File: src/rtl/ad9866_cmd_arb.sv
// Purpose : arbitrates host and local command requests onto the single AD9866 control port,
//           with one pending slot per requester, ack timeout and an inter-command recovery gap.
// Latency : host_rqst in cycle N (block idle, nothing pending) -> out_rqst in cycle N+2.
// Backpressure: local side is valid/ready (loc_ready = slot empty); host side has no
//           backpressure, a newer host command overwrites a pending one and raises host_ovf.
//
// Ports:
//   clk, rst_n               clock, asynchronous active-low reset
//   host_addr/data/rqst      host command, rqst is a single-cycle pulse
//   loc_addr/data/valid/ready local requester, transfer on loc_valid & loc_ready
//   out_addr/data/rqst       command to ad9866ctrl, rqst is a single-cycle strobe
//   in_ack                   single-cycle completion pulse from ad9866ctrl
//   clr_status               pulse, clears the sticky flags
//   busy, grant_loc          status: not idle; source of last issued command (1 = local)
//   timeout_err, host_ovf    sticky error flags
module ad9866_cmd_arb #(
    parameter int TIMEOUT = 4096,
    parameter int GAP     = 8
) (
    input  logic        clk,
    input  logic        rst_n,
    input  logic [5:0]  host_addr,
    input  logic [31:0] host_data,
    input  logic        host_rqst,
    input  logic [5:0]  loc_addr,
    input  logic [31:0] loc_data,
    input  logic        loc_valid,
    output logic        loc_ready,
    output logic [5:0]  out_addr,
    output logic [31:0] out_data,
    output logic        out_rqst,
    input  logic        in_ack,
    input  logic        clr_status,
    output logic        busy,
    output logic        grant_loc,
    output logic        timeout_err,
    output logic        host_ovf
);

    localparam int TW = (TIMEOUT > 2) ? $clog2(TIMEOUT) : 1;

    typedef enum logic [1:0] {
        S_IDLE     = 2'd0,
        S_ISSUE    = 2'd1,
        S_WAIT_ACK = 2'd2,
        S_GAP      = 2'd3
    } state_t;

    state_t        state_q, state_d;
    logic          host_pend_q, host_pend_d;
    logic [5:0]    host_addr_q, host_addr_d;
    logic [31:0]   host_data_q, host_data_d;
    logic          loc_pend_q, loc_pend_d;
    logic [5:0]    loc_addr_q, loc_addr_d;
    logic [31:0]   loc_data_q, loc_data_d;
    logic [5:0]    out_addr_q, out_addr_d;
    logic [31:0]   out_data_q, out_data_d;
    logic          grant_loc_q, grant_loc_d;
    logic [TW-1:0] tmo_cnt_q, tmo_cnt_d;
    logic [7:0]    gap_cnt_q, gap_cnt_d;
    logic          timeout_err_q, timeout_err_d;
    logic          host_ovf_q, host_ovf_d;

    logic          grant_h;
    logic          grant_l;
    logic          tmo_evt;
    logic          ovf_evt;
    logic          loc_take;

    assign loc_ready   = !loc_pend_q;
    assign loc_take    = loc_valid && !loc_pend_q;
    assign out_rqst    = (state_q == S_ISSUE);
    assign busy        = (state_q != S_IDLE);
    assign out_addr    = out_addr_q;
    assign out_data    = out_data_q;
    assign grant_loc   = grant_loc_q;
    assign timeout_err = timeout_err_q;
    assign host_ovf    = host_ovf_q;

    always_comb begin
        state_d       = state_q;
        out_addr_d    = out_addr_q;
        out_data_d    = out_data_q;
        grant_loc_d   = grant_loc_q;
        tmo_cnt_d     = tmo_cnt_q;
        gap_cnt_d     = gap_cnt_q;
        grant_h       = 1'b0;
        grant_l       = 1'b0;
        tmo_evt       = 1'b0;

        case (state_q)
            S_IDLE: begin
                if (host_pend_q || loc_pend_q) begin
                    // Round-robin on a tie: serve the source that did not go last.
                    if (loc_pend_q && (!host_pend_q || !grant_loc_q)) begin
                        grant_l     = 1'b1;
                        out_addr_d  = loc_addr_q;
                        out_data_d  = loc_data_q;
                        grant_loc_d = 1'b1;
                    end else begin
                        grant_h     = 1'b1;
                        out_addr_d  = host_addr_q;
                        out_data_d  = host_data_q;
                        grant_loc_d = 1'b0;
                    end
                    state_d = S_ISSUE;
                end
            end
            S_ISSUE: begin
                tmo_cnt_d = '0;
                state_d   = S_WAIT_ACK;
            end
            S_WAIT_ACK: begin
                // An ack arriving on the terminal count still wins over the timeout.
                if (in_ack) begin
                    gap_cnt_d = '0;
                    state_d   = S_GAP;
                end else if (tmo_cnt_q == TW'(TIMEOUT - 1)) begin
                    tmo_evt   = 1'b1;
                    gap_cnt_d = '0;
                    state_d   = S_GAP;
                end else begin
                    tmo_cnt_d = tmo_cnt_q + TW'(1);
                end
            end
            S_GAP: begin
                if (gap_cnt_q == 8'(GAP - 1)) begin
                    state_d = S_IDLE;
                end else begin
                    gap_cnt_d = gap_cnt_q + 8'd1;
                end
            end
            default: state_d = S_IDLE;
        endcase
    end

    // Pending slots. A request arriving in the cycle its slot is granted is kept,
    // because the load takes priority over the clear.
    always_comb begin
        host_pend_d = host_pend_q;
        host_addr_d = host_addr_q;
        host_data_d = host_data_q;
        loc_pend_d  = loc_pend_q;
        loc_addr_d  = loc_addr_q;
        loc_data_d  = loc_data_q;
        ovf_evt     = 1'b0;

        if (grant_h) begin
            host_pend_d = 1'b0;
        end
        if (host_rqst) begin
            ovf_evt     = host_pend_q && !grant_h;
            host_pend_d = 1'b1;
            host_addr_d = host_addr;
            host_data_d = host_data;
        end

        if (grant_l) begin
            loc_pend_d = 1'b0;
        end
        if (loc_take) begin
            loc_pend_d = 1'b1;
            loc_addr_d = loc_addr;
            loc_data_d = loc_data;
        end
    end

    // Sticky flags: a set in the same cycle as clr_status wins.
    always_comb begin
        timeout_err_d = tmo_evt || (timeout_err_q && !clr_status);
        host_ovf_d    = ovf_evt || (host_ovf_q && !clr_status);
    end

    always_ff @(posedge clk or negedge rst_n) begin
        if (!rst_n) begin
            state_q       <= S_IDLE;
            host_pend_q   <= 1'b0;
            host_addr_q   <= '0;
            host_data_q   <= '0;
            loc_pend_q    <= 1'b0;
            loc_addr_q    <= '0;
            loc_data_q    <= '0;
            out_addr_q    <= '0;
            out_data_q    <= '0;
            grant_loc_q   <= 1'b1;
            tmo_cnt_q     <= '0;
            gap_cnt_q     <= '0;
            timeout_err_q <= 1'b0;
            host_ovf_q    <= 1'b0;
        end else begin
            state_q       <= state_d;
            host_pend_q   <= host_pend_d;
            host_addr_q   <= host_addr_d;
            host_data_q   <= host_data_d;
            loc_pend_q    <= loc_pend_d;
            loc_addr_q    <= loc_addr_d;
            loc_data_q    <= loc_data_d;
            out_addr_q    <= out_addr_d;
            out_data_q    <= out_data_d;
            grant_loc_q   <= grant_loc_d;
            tmo_cnt_q     <= tmo_cnt_d;
            gap_cnt_q     <= gap_cnt_d;
            timeout_err_q <= timeout_err_d;
            host_ovf_q    <= host_ovf_d;
        end
    end

endmodule

File: config.mk
export PLATFORM = sky130hd
export DESIGN_NAME = ad9866_cmd_arb
export DESIGN_NICKNAME = d
export VERILOG_FILES = /design/src/rtl/ad9866_cmd_arb.sv
export SDC_FILE = /design/constraint.sdc
export NUM_CORES = 1
export LEC_CHECK = 0
export ABC_AREA = 1
export CORE_MARGIN = 5
export CORE_UTILIZATION = 34
export CTS_CLUSTER_DIAMETER = 120
export DETAILED_ROUTE_END_ITERATION = 7
export PLACE_DENSITY = 0.7
export SYNTH_ARGS = -nofsm -noshare
export SYNTH_HDL_FRONTEND = slang
export SYNTH_SLANG_ARGS = --single-unit
File: constraint.sdc
create_clock -name clk -period 1.4 [get_ports clk]
set_input_delay 0.28 -clock clk [delete_from_list [all_inputs] [get_ports clk]]
set_output_delay 0.28 -clock clk [all_outputs]
set_load 0.01 [all_outputs]
==> run metrics, run 1 <==
via count 4992; Comb power frac 39.8%; met2 global-route usage about 25%; Initial Util 34.3%; Int Pwr 11.3 mW; Final Max Tran Viols 0; worst stage delay on the critical path 390 ps; fin worst setup slack -123 ps; Cell Pwr Density 1970 nW/um2; GP Congestion 0.830; vias in the first global route 5068; Worst setup SP type flip-flop; Leakage between 3 and 4 nW; All-Layer GR Usage between 15 and 20%; cell family with most CP delay flip-flops; Diodes inserted 0; syn_nets 720; Tot Pwr between 15 and 20 mW; sw frac between 30% and 40%; max-cap violation count 0; initial antenna violation count 0; drt total wl 15.8 mm; Netlist cell types 32; P_sw 6.04 mW; busiest grt layer met2; most common cell after layout, fill and taps aside dfrtp_1; CP Class flip-flop to primary output; sequential share of power between 30% and 40%; 1st-pass router iterations 4; largest net degree at the start of global routing 47; Routed Antenna Nets 0; final HPWL from detailed placement 10.8 mm; Syn-to-layout area delta 43.9%; num rows 49; crit-path cells inv_2, ha_4, inv_4, buf_6; Final Cycle Share 109%; final net count between 800 and 900; post-synthesis sequential area ratio 57.9%; core area 17800 um2; clock slew at reported path FFs approximately 60 ps; Die X approximately 140 um; setup violators final 64; Root Buffer clkbuf_16; post-layout min period about 1500 ps; final non-filler cell area 8760 um2; Ports ~130; Hold Path Class input port to async pin; CP Max Fanout 4; critical path arrival around 1200 ps; synthesis-stage register bit count 141; synthesized area per cell roughly 9.6 um2; share of layout cells above drive strength 1 21.4%; placed instance area 7910 um2; unrepaired setup endpoints after global routing yes; clock share of power 24.6%; Post-Syn Area 6090 um2; first-pass GRT wire length 25.8 mm; drt drc 0; DR WL/cell 15.2 um; Skew-Pair Late Insertion Delay ~400 ps; Yosys warnings 0; grt total ovfl 0; M3 GR Usage 3.99%; commonest non-fill, non-tap cells in the layout dfrtp_1 (139), nand2_1 (125), clkdlybuf4s50_1 (79); grt met1 use 21.4%; status finished, violations left; via/cell ratio between 4 and 5; Die Y 144 um; Die ar. 20700 um2; Mapped Cells 632; Max clock buf depth 2; Clock Skews 11.8 ps; Slew HR 77.5%; Final Hold Viols 0; Worst setup EP type primary output; Worst Path Required 1120 ps; Final Core Density 49.3%; CTS Buf Count 17; violated checks setup timing; FMAX 657 MHz; clock tree from TritonCTS yes; clock sinks 141; port buffer count 125; WP buf/inv 3; CTS HTree Levels 4; VDD IR-drop max 1.06 mV; CP max-delay cell dfrtp_1; slew of the pin with the lowest slew margin 337 ps; DRC marker count from the first detailed-route iteration 196
[power groups by stage]
stage / clock network (mW) / logic [mW] / registers, mW
4_1_cts: 4.39 / 6.41 / 6.16
3_5_place_dp: 0 / 6.39 / 6.22
3_3_place_gp: 0 / 6.24 / 6.20
5_1_grt: 4.54 / 7.54 / 6.31
2_1_floorplan: 0 / 3.32 / 6.26
6_report: 4.26 / 6.89 / 6.15
[worst reg2reg max path: stages, from the launching register on]
cell and delay [ps]:
dfrtp_1 360, ha_2 190, nand2_2 60, nor2_4 190, nand4_1 170, nand3_2 180
buf_6 160, nand2_1 60, o21ai_1 60
[cells by family (layout without fill, tap and decap cells)]
logic type / after synthesis / in the layout / synth area share (%)
AOI/OAI and AO/OA: 115 / 115 / 11.3
DFF: 141 / 141 / 57.9
buffers and inverters: 99 / 276 / 6.90
muxes: 33 / 33 / 6.10
adders and majority gates: 6 / 6 / 1.23
and+or+nand+nor: 236 / 237 / 16.2
xor gates and xnor gates: 2 / 2 / 0.288
[sequential cells by signal (all words and copies together) (netlist names)]
register	cells
host_ovf	1
loc_addr_q	6
loc_pend_q	1
grant_loc	1
host_addr_q	6
gap_cnt_q	8
host_pend_q	1
tmo_cnt_q	12
timeout_err	1
out_addr	6
loc_data_q	32
host_data_q	32
out_data	32
state_q	2
[final timing paths]
path                         startpoint               to  slack [ps]  depth (start not counted)
max                          state_q[0]             busy        -120                          4
min reg2reg                 out_data[7]      out_data[7]         500                          2
max reg2reg                tmo_cnt_q[1]     tmo_cnt_q[3]        -100                          8
min in group clk              host_rqst  host_data_q[16]         280                          3
max in group asynchronous         rst_n        grant_loc         580                          3
min                               rst_n         host_ovf         280                          2
[stage by stage]
step / TNS, ps / setup WS [ps] / std cells / hold WS, ps
floorplan: -19.9 / -19.9 / 632 / -15.6
global placement: -10770 / -189 / 997 / 145
detailed placement: -13380 / -211 / 997 / 142
CTS: -1710 / -179 / 1034 / 240
global route: -8050 / -216 / 1039 / 277
finish: -2930 / -123 / 1039 / 276
[repair_timing]
action / in CTS / in global routing
buffers inserted: 5 / 5
hold buffers: 1 / 0
setup endpoints to repair: 104 / 75
pin swaps: 3 / 22
gates resized for setup: 93 / 72
cloned: 1 / 1
hold endpoints to repair: 55 / 0
[metal layers]
metal / part of all wire [%] / vias to the layer above / wire length, um
met5: 0 / - / 0
met3: 5.4 / 18 / 851
met4: 1.3 / 0 / 204
li1: - / 2423 / -
met2: 48 / 133 / 7630
met1: 45 / 2418 / 7090
[layout make-up]
type	count	area (um2)
clock inverter	12	125
multi-input combinational	393	2340
sequential	141	3530
fill	1637	9010
clock buffer	18	429
tap	229	287
timing repair buffer	180	1790
inverter	66	255
[synthesized netlist by cell type (all sizes together)]
cell	instances	area [um2]
ha	6	75.1
nor2	29	111
xnor2	1	8.76
a21o	1	7.51
nand3	55	288
clkbuf	17	63.8
mux2	33	372
o21ai	63	315
or2	2	12.5
nand2	146	551
o211ai	33	248
a21oi	11	58.8
xor2	1	8.76
dfrtp	140	3500
buf	16	109
nand3b	2	15.0
o22ai	1	6.26
nand4	2	12.5
dfstp	1	26.3
o21bai	1	7.51
inv	66	248
o221ai	5	43.8
(Power assumes the default switching activity.)
==> inputs of run 2 (changes only) <==
CORE_UTILIZATION = 40   (was 34)
PLACE_DENSITY = 0.78   (was 0.7)
==> run metrics, run 2 (synthesized netlist as in run 1, its figures left out) <==
worst hold slack 290 ps (+14.6 ps); Worst setup EP type primary output; violated checks setup timing; Syn-to-layout area delta 43.0%; setup violators final 58 (-9.4%); CTS Buf Count 17 (unchanged); drt drc 0 (unchanged); cell family with most CP delay flip-flops; Slew HR 72.4% (-5.2 points); Initial Util 40.4% (+6.1 points); via count 4957 (-0.70%); VDD IR-drop max 1.64 mV (+56%); Final Hold Viols 0 (unchanged); port buffer count 125 (unchanged); Die Y 133 um (-7.3%); via/cell ratio 4.97 (+3.5%); DRC marker count from the first detailed-route iteration 261 (+33%); All-Layer GR Usage 17.9% (+2.1 points); clock tree from TritonCTS yes; unrepaired setup endpoints after global routing yes; Int Pwr 11.5 mW (+2.2%); clock share of power 26.4% (+1.8 points); Ports 126 (unchanged); CP max-delay cell dfrtp_1; commonest non-fill, non-tap cells in the layout nand2_1 (139), dfrtp_1 (139), clkdlybuf4s50_1 (79); Clock Skews 9.24 ps (-2.58 ps); Skew-Pair Late Insertion Delay 420 ps (about the same); fin worst setup slack -151 ps (-28.0 ps); GP Congestion 0.820 (-1.2%); post-layout min period 1550 ps (+28.0 ps); WP buf/inv 3 (unchanged); Routed Antenna Nets 0 (unchanged); core area 15100 um2 (-15%); final HPWL from detailed placement 10.9 mm (+0.42%); Worst setup SP type flip-flop; Cell Pwr Density 2000 nW/um2 (+1.5%); share of layout cells above drive strength 1 19.7% (-1.7 points); Finished Layout Cells 997 (-4.0%); crit-path cells inv_2, ha_4, inv_2, buf_6; Final Core Density 57.7% (+8.4 points); Leakage 3.93 nW (+0.15%); CTS HTree Levels 4 (unchanged); first-pass GRT wire length 25.3 mm (-1.9%); Worst Path Required 1120 ps (about the same); largest net degree at the start of global routing 52 (+11%); slew of the pin with the lowest slew margin 415 ps (+77.8 ps); Max clock buf depth 2 (unchanged); pre-CTS setup slack -218 ps (-7.03 ps); status finished, violations left; most used cell, CP inv_2; final net count 885 (-0.23%); grt total ovfl 0 (unchanged); Hold Path Class input port to async pin; DR WL/cell 15.4 um (+1.2%); worst stage delay on the critical path 400 ps (about the same); sequential share of power 35.2% (-0.4 points); Die X 133 um (-7.3%); Root Buffer clkbuf_16; CP Class flip-flop to primary output; clock sinks 141 (unchanged); max-cap violation count 0 (unchanged); sw frac 34.1% (-0.84 points); Die ar. 17800 um2 (-14%); vias in the first global route 5104 (+0.71%); num rows 45 (-8.2%); drt total wl 15.3 mm (-2.9%); critical path arrival 1270 ps (+30 ps); Final Max Tran Viols 0 (unchanged); initial antenna violation count 0 (unchanged); Final Cycle Share 111% (+2.0 points); CP Max Fanout 4 (unchanged); Cells after DPL 957 (-4.0%); FMAX 645 MHz (-1.8%); Diodes inserted 0 (unchanged); clock slew at reported path FFs 60 ps (about the same); Setup TNS -2360 ps (+571 ps); P_sw 5.94 mW (-1.5%); Comb power frac 38.4% (-1.4 points); 1st-pass router iterations 5 (+1)
run 2: cell types whose count changed in the layout (fill, tap and decap cells not counted), sizes merged:
| cell | previous run | this run |
|---|---|---|
| clkdlybuf4s15 | 23 | 29 |
| dlygate4sd2 | 17 | 11 |
| clkinvlp | 6 | 2 |
| inv | 66 | 70 |
| buf | 60 | 58 |
| bufinv | 2 | 3 |
| clkbuf | 18 | 19 |
| clkinv | 4 | 3 |
run 2: path summary, 6_finish.rpt:
check                        startpoint               to  slack [ps]  depth (start not counted)
max                          state_q[0]             busy        -150                          4
min                               rst_n  host_data_q[31]         290                          2
max reg2reg                  state_q[0]     out_data[30]         -80                          6
min reg2reg                out_data[10]     out_data[10]         500                          2
max in group asynchronous         rst_n        grant_loc         510                          3
min in group clk              host_rqst   host_data_q[2]         320                          3
run 2: timing repair:
item / CTS / global route
gates resized for setup: 96 / 43
cloned: 1 / 0
hold buffers: 1 / 0
pin swaps: 1 / 4
endpoints found under the setup margin: 108 / 80
hold endpoints to repair: 70 / 0
buffers inserted: 3 / 4
run 2: stage by stage:
| stage | power, mW | area (um2) |
|---|---|---|
| after floorplan | 9.58 | 6110 |
| after global placement | 12.4 | 7880 |
| after detailed placement | 12.6 | 7880 |
| after CTS | 17.2 | 8570 |
| after global routing | 18.5 | 8710 |
| final | 17.5 | 8710 |
run 2: cell type report:
cell class	count	area [um2]
multi-input cells	393	2300
repair buffers	178	1790
clock buffers	19	443
well taps	188	235
flip-flops and latches	141	3530
fillers	1261	6380
clock inverters	12	161
inverters	66	248
run 2: routing by layer:
| metal | GRT usage, % | share of wire (%) | vias to the layer above |
|---|---|---|---|
| met1 | 22.8 | 43 | 2362 |
| met2 | 29.3 | 49 | 147 |
| met3 | 5.55 | 6.1 | 29 |
| met4 | 5.71 | 2.0 | 0 |
| met5 | 0 | 0 | - |
| li1 | - | - | 2419 |
run 2: power groups by stage:
stage	clock (mW)	combinational, mW	sequential, mW
3_3_place_gp	0	6.26	6.16
4_1_cts	4.69	6.39	6.14
2_1_floorplan	0	3.32	6.26
6_report	4.61	6.70	6.15
3_5_place_dp	0	6.41	6.20
5_1_grt	4.86	7.34	6.29
==> inputs of run 3 (changes only) <==
CORE_MARGIN = default   (was 5)
GPL_ROUTABILITY_DRIVEN = 0   (was default)
SLEW_MARGIN = 15   (was default)
==> run metrics, run 3 (synthesized netlist as in run 1, its figures left out) <==
status finished, violations left; violated checks DRC, setup timing; most common cell after layout, fill and taps aside dfrtp_1; Final Max Tran Viols 0 (unchanged); first-pass GRT wire length 25.7 mm (+1.4%); critical path depth in cells 7 (+3); core area 14700 um2 (-2.6%); cell family with most CP delay flip-flops; pre-CTS setup slack -211 ps (+6.97 ps); clock tree from TritonCTS yes; via count 5079 (+2.5%); largest net degree at the start of global routing 46 (-12%); Worst setup EP type flip-flop; DRC marker count from the first detailed-route iteration 297 (+14%); Worst Path Required 1720 ps (+600 ps); Initial Util 41.4% (+1.1 points); Final Cycle Share 112% (+1.1 points); share of layout cells above drive strength 1 24.7% (+5.0 points); DR WL/cell 16.1 um (+5.0%); Filler Cell Count 1124 (-11%); max-cap violation count 0 (unchanged); Slew HR 75.3% (+2.9 points); Die Y 125 um (-6.0%); Skew-Pair Late Insertion Delay 420 ps (about the same); Setup TNS -6950 ps (-4590 ps); commonest non-fill, non-tap cells in the layout dfrtp_1 (139), nand2_1 (118), clkdlybuf4s50_1 (79); CP Class flip-flop to flip-flop; Diodes inserted 0 (unchanged); FMAX 639 MHz (-0.99%); All-Layer GR Usage 21.0% (+3.1 points); critical path arrival 1890 ps (+620 ps); Hold Path Class input port to async pin; fin worst setup slack -166 ps (-15.4 ps); port buffer count 125 (unchanged); Tot Pwr 18.6 mW (+6.6%); worst hold slack 284 ps (-6.18 ps); final non-filler cell area 9020 um2 (+3.6%); FF-to-FF path depth 7 (+1); Final Hold Viols 0 (unchanged); Root Buffer clkbuf_16; Routed Antenna Nets 0 (unchanged); crit-path cells inv_2, ha_4, buf_12, o21ai_4, or2_4, buf_6, o211ai_1; placed instance area 7860 um2 (-0.29%); vias in the first global route 5173 (+1.4%); post-layout min period 1570 ps (+15.4 ps); setup violators final 65 (+12%); unrepaired setup endpoints after global routing yes; final HPWL from detailed placement 10.3 mm (-5.6%); worst stage delay on the critical path 400 ps (about the same); final net count 895 (+1.1%); Cell Pwr Density 2060 nW/um2 (+2.9%); drt drc 4 (+4); WP buf/inv 3 (unchanged); slew of the pin with the lowest slew margin 369 ps (-45.4 ps); Max clock buf depth 2 (unchanged); CP Max Fanout 8 (+4); initial antenna violation count 0 (unchanged); CTS Buf Count 17 (unchanged); Syn-to-layout area delta 48.1%; clock slew at reported path FFs 60 ps (about the same); 1st-pass router iterations 7 (+2); grt total ovfl 0 (unchanged); Die X 125 um (-6.0%); CP max-delay cell dfrtp_1; Die ar. 15700 um2 (-12%); drt total wl 16.2 mm (+5.6%); num rows 44 (-2.2%); VDD IR-drop max 1.08 mV (-34%); Clock Skews 7.39 ps (-1.85 ps); clock sinks 141 (unchanged); Leakage 4.08 nW (+3.8%); via/cell ratio 5.06 (+1.8%); CTS HTree Levels 4 (unchanged); Ports 126 (unchanged); Worst setup SP type flip-flop
run 3: changes by cell type in the layout (fill, tap and decap cells not counted), moves of 5 or more:
cell / delta
buf_6: +5
nand2_1: -21
nand2_2: +17
o21ai_0: -11
o21ai_2: +10
run 3: timing repair:
action	4_1_cts	5_1_grt
cloned	2	2
hold buffers	1	0
setup buffers	8	5
endpoints found under the setup margin	100	88
gates resized for setup	122	85
endpoints found under the hold margin	68	0
pin swaps	13	18
run 3: cell type report:
cell class              instances  area, um2  area share, %
clock buffers                  19        443           4.91
repair buffers                188       1910           21.2
flip-flops and latches        141       3530           39.1
well taps                     184        230           2.55
inverters                      66        253           2.80
clock inverters                12        170           1.89
multi-input cells             393       2490           27.6
run 3: per-layer routing:
layer  vias up  share of wire [%]  global-route usage, %
met3        16                5.4                   4.88
met1      2472                 44                   27.4
met5         -                  0                      0
met4         0                1.1                   6.46
li1       2431                  -                      -
met2       160                 50                   34.8
run 3: final timing paths:
check / startpoint / to / slack [ps]
setup / recovery: state_q[0] / out_addr[3] / -170
hold / removal: rst_n / gap_cnt_q[6] / 280
setup reg to reg: state_q[0] / out_addr[3] / -170
hold reg to reg: out_data[26] / out_data[26] / 500
max in group asynchronous: rst_n / out_data[11] / 540
min in group clk: host_rqst / host_data_q[25] / 330
run 3: where the power goes:
part | total (mW) | switching (mW) | internal (mW) | leakage [nW]
Clock | 4.72 | 1.71 | 3.00 | 0.302
Combinational | 7.68 | 3.96 | 3.71 | 2.04
Sequential | 6.21 | 0.796 | 5.41 | 1.74
Total | 18.6 | 6.47 | 12.1 | 4.08
run 3: stage by stage:
stage          util, %  std cells
5_1_grt           61.4       1003
4_1_cts           59.5        996
3_5_place_dp      53.5        954
3_3_place_gp      53.5        954
2_1_floorplan        -        632
6_report          61.4       1003
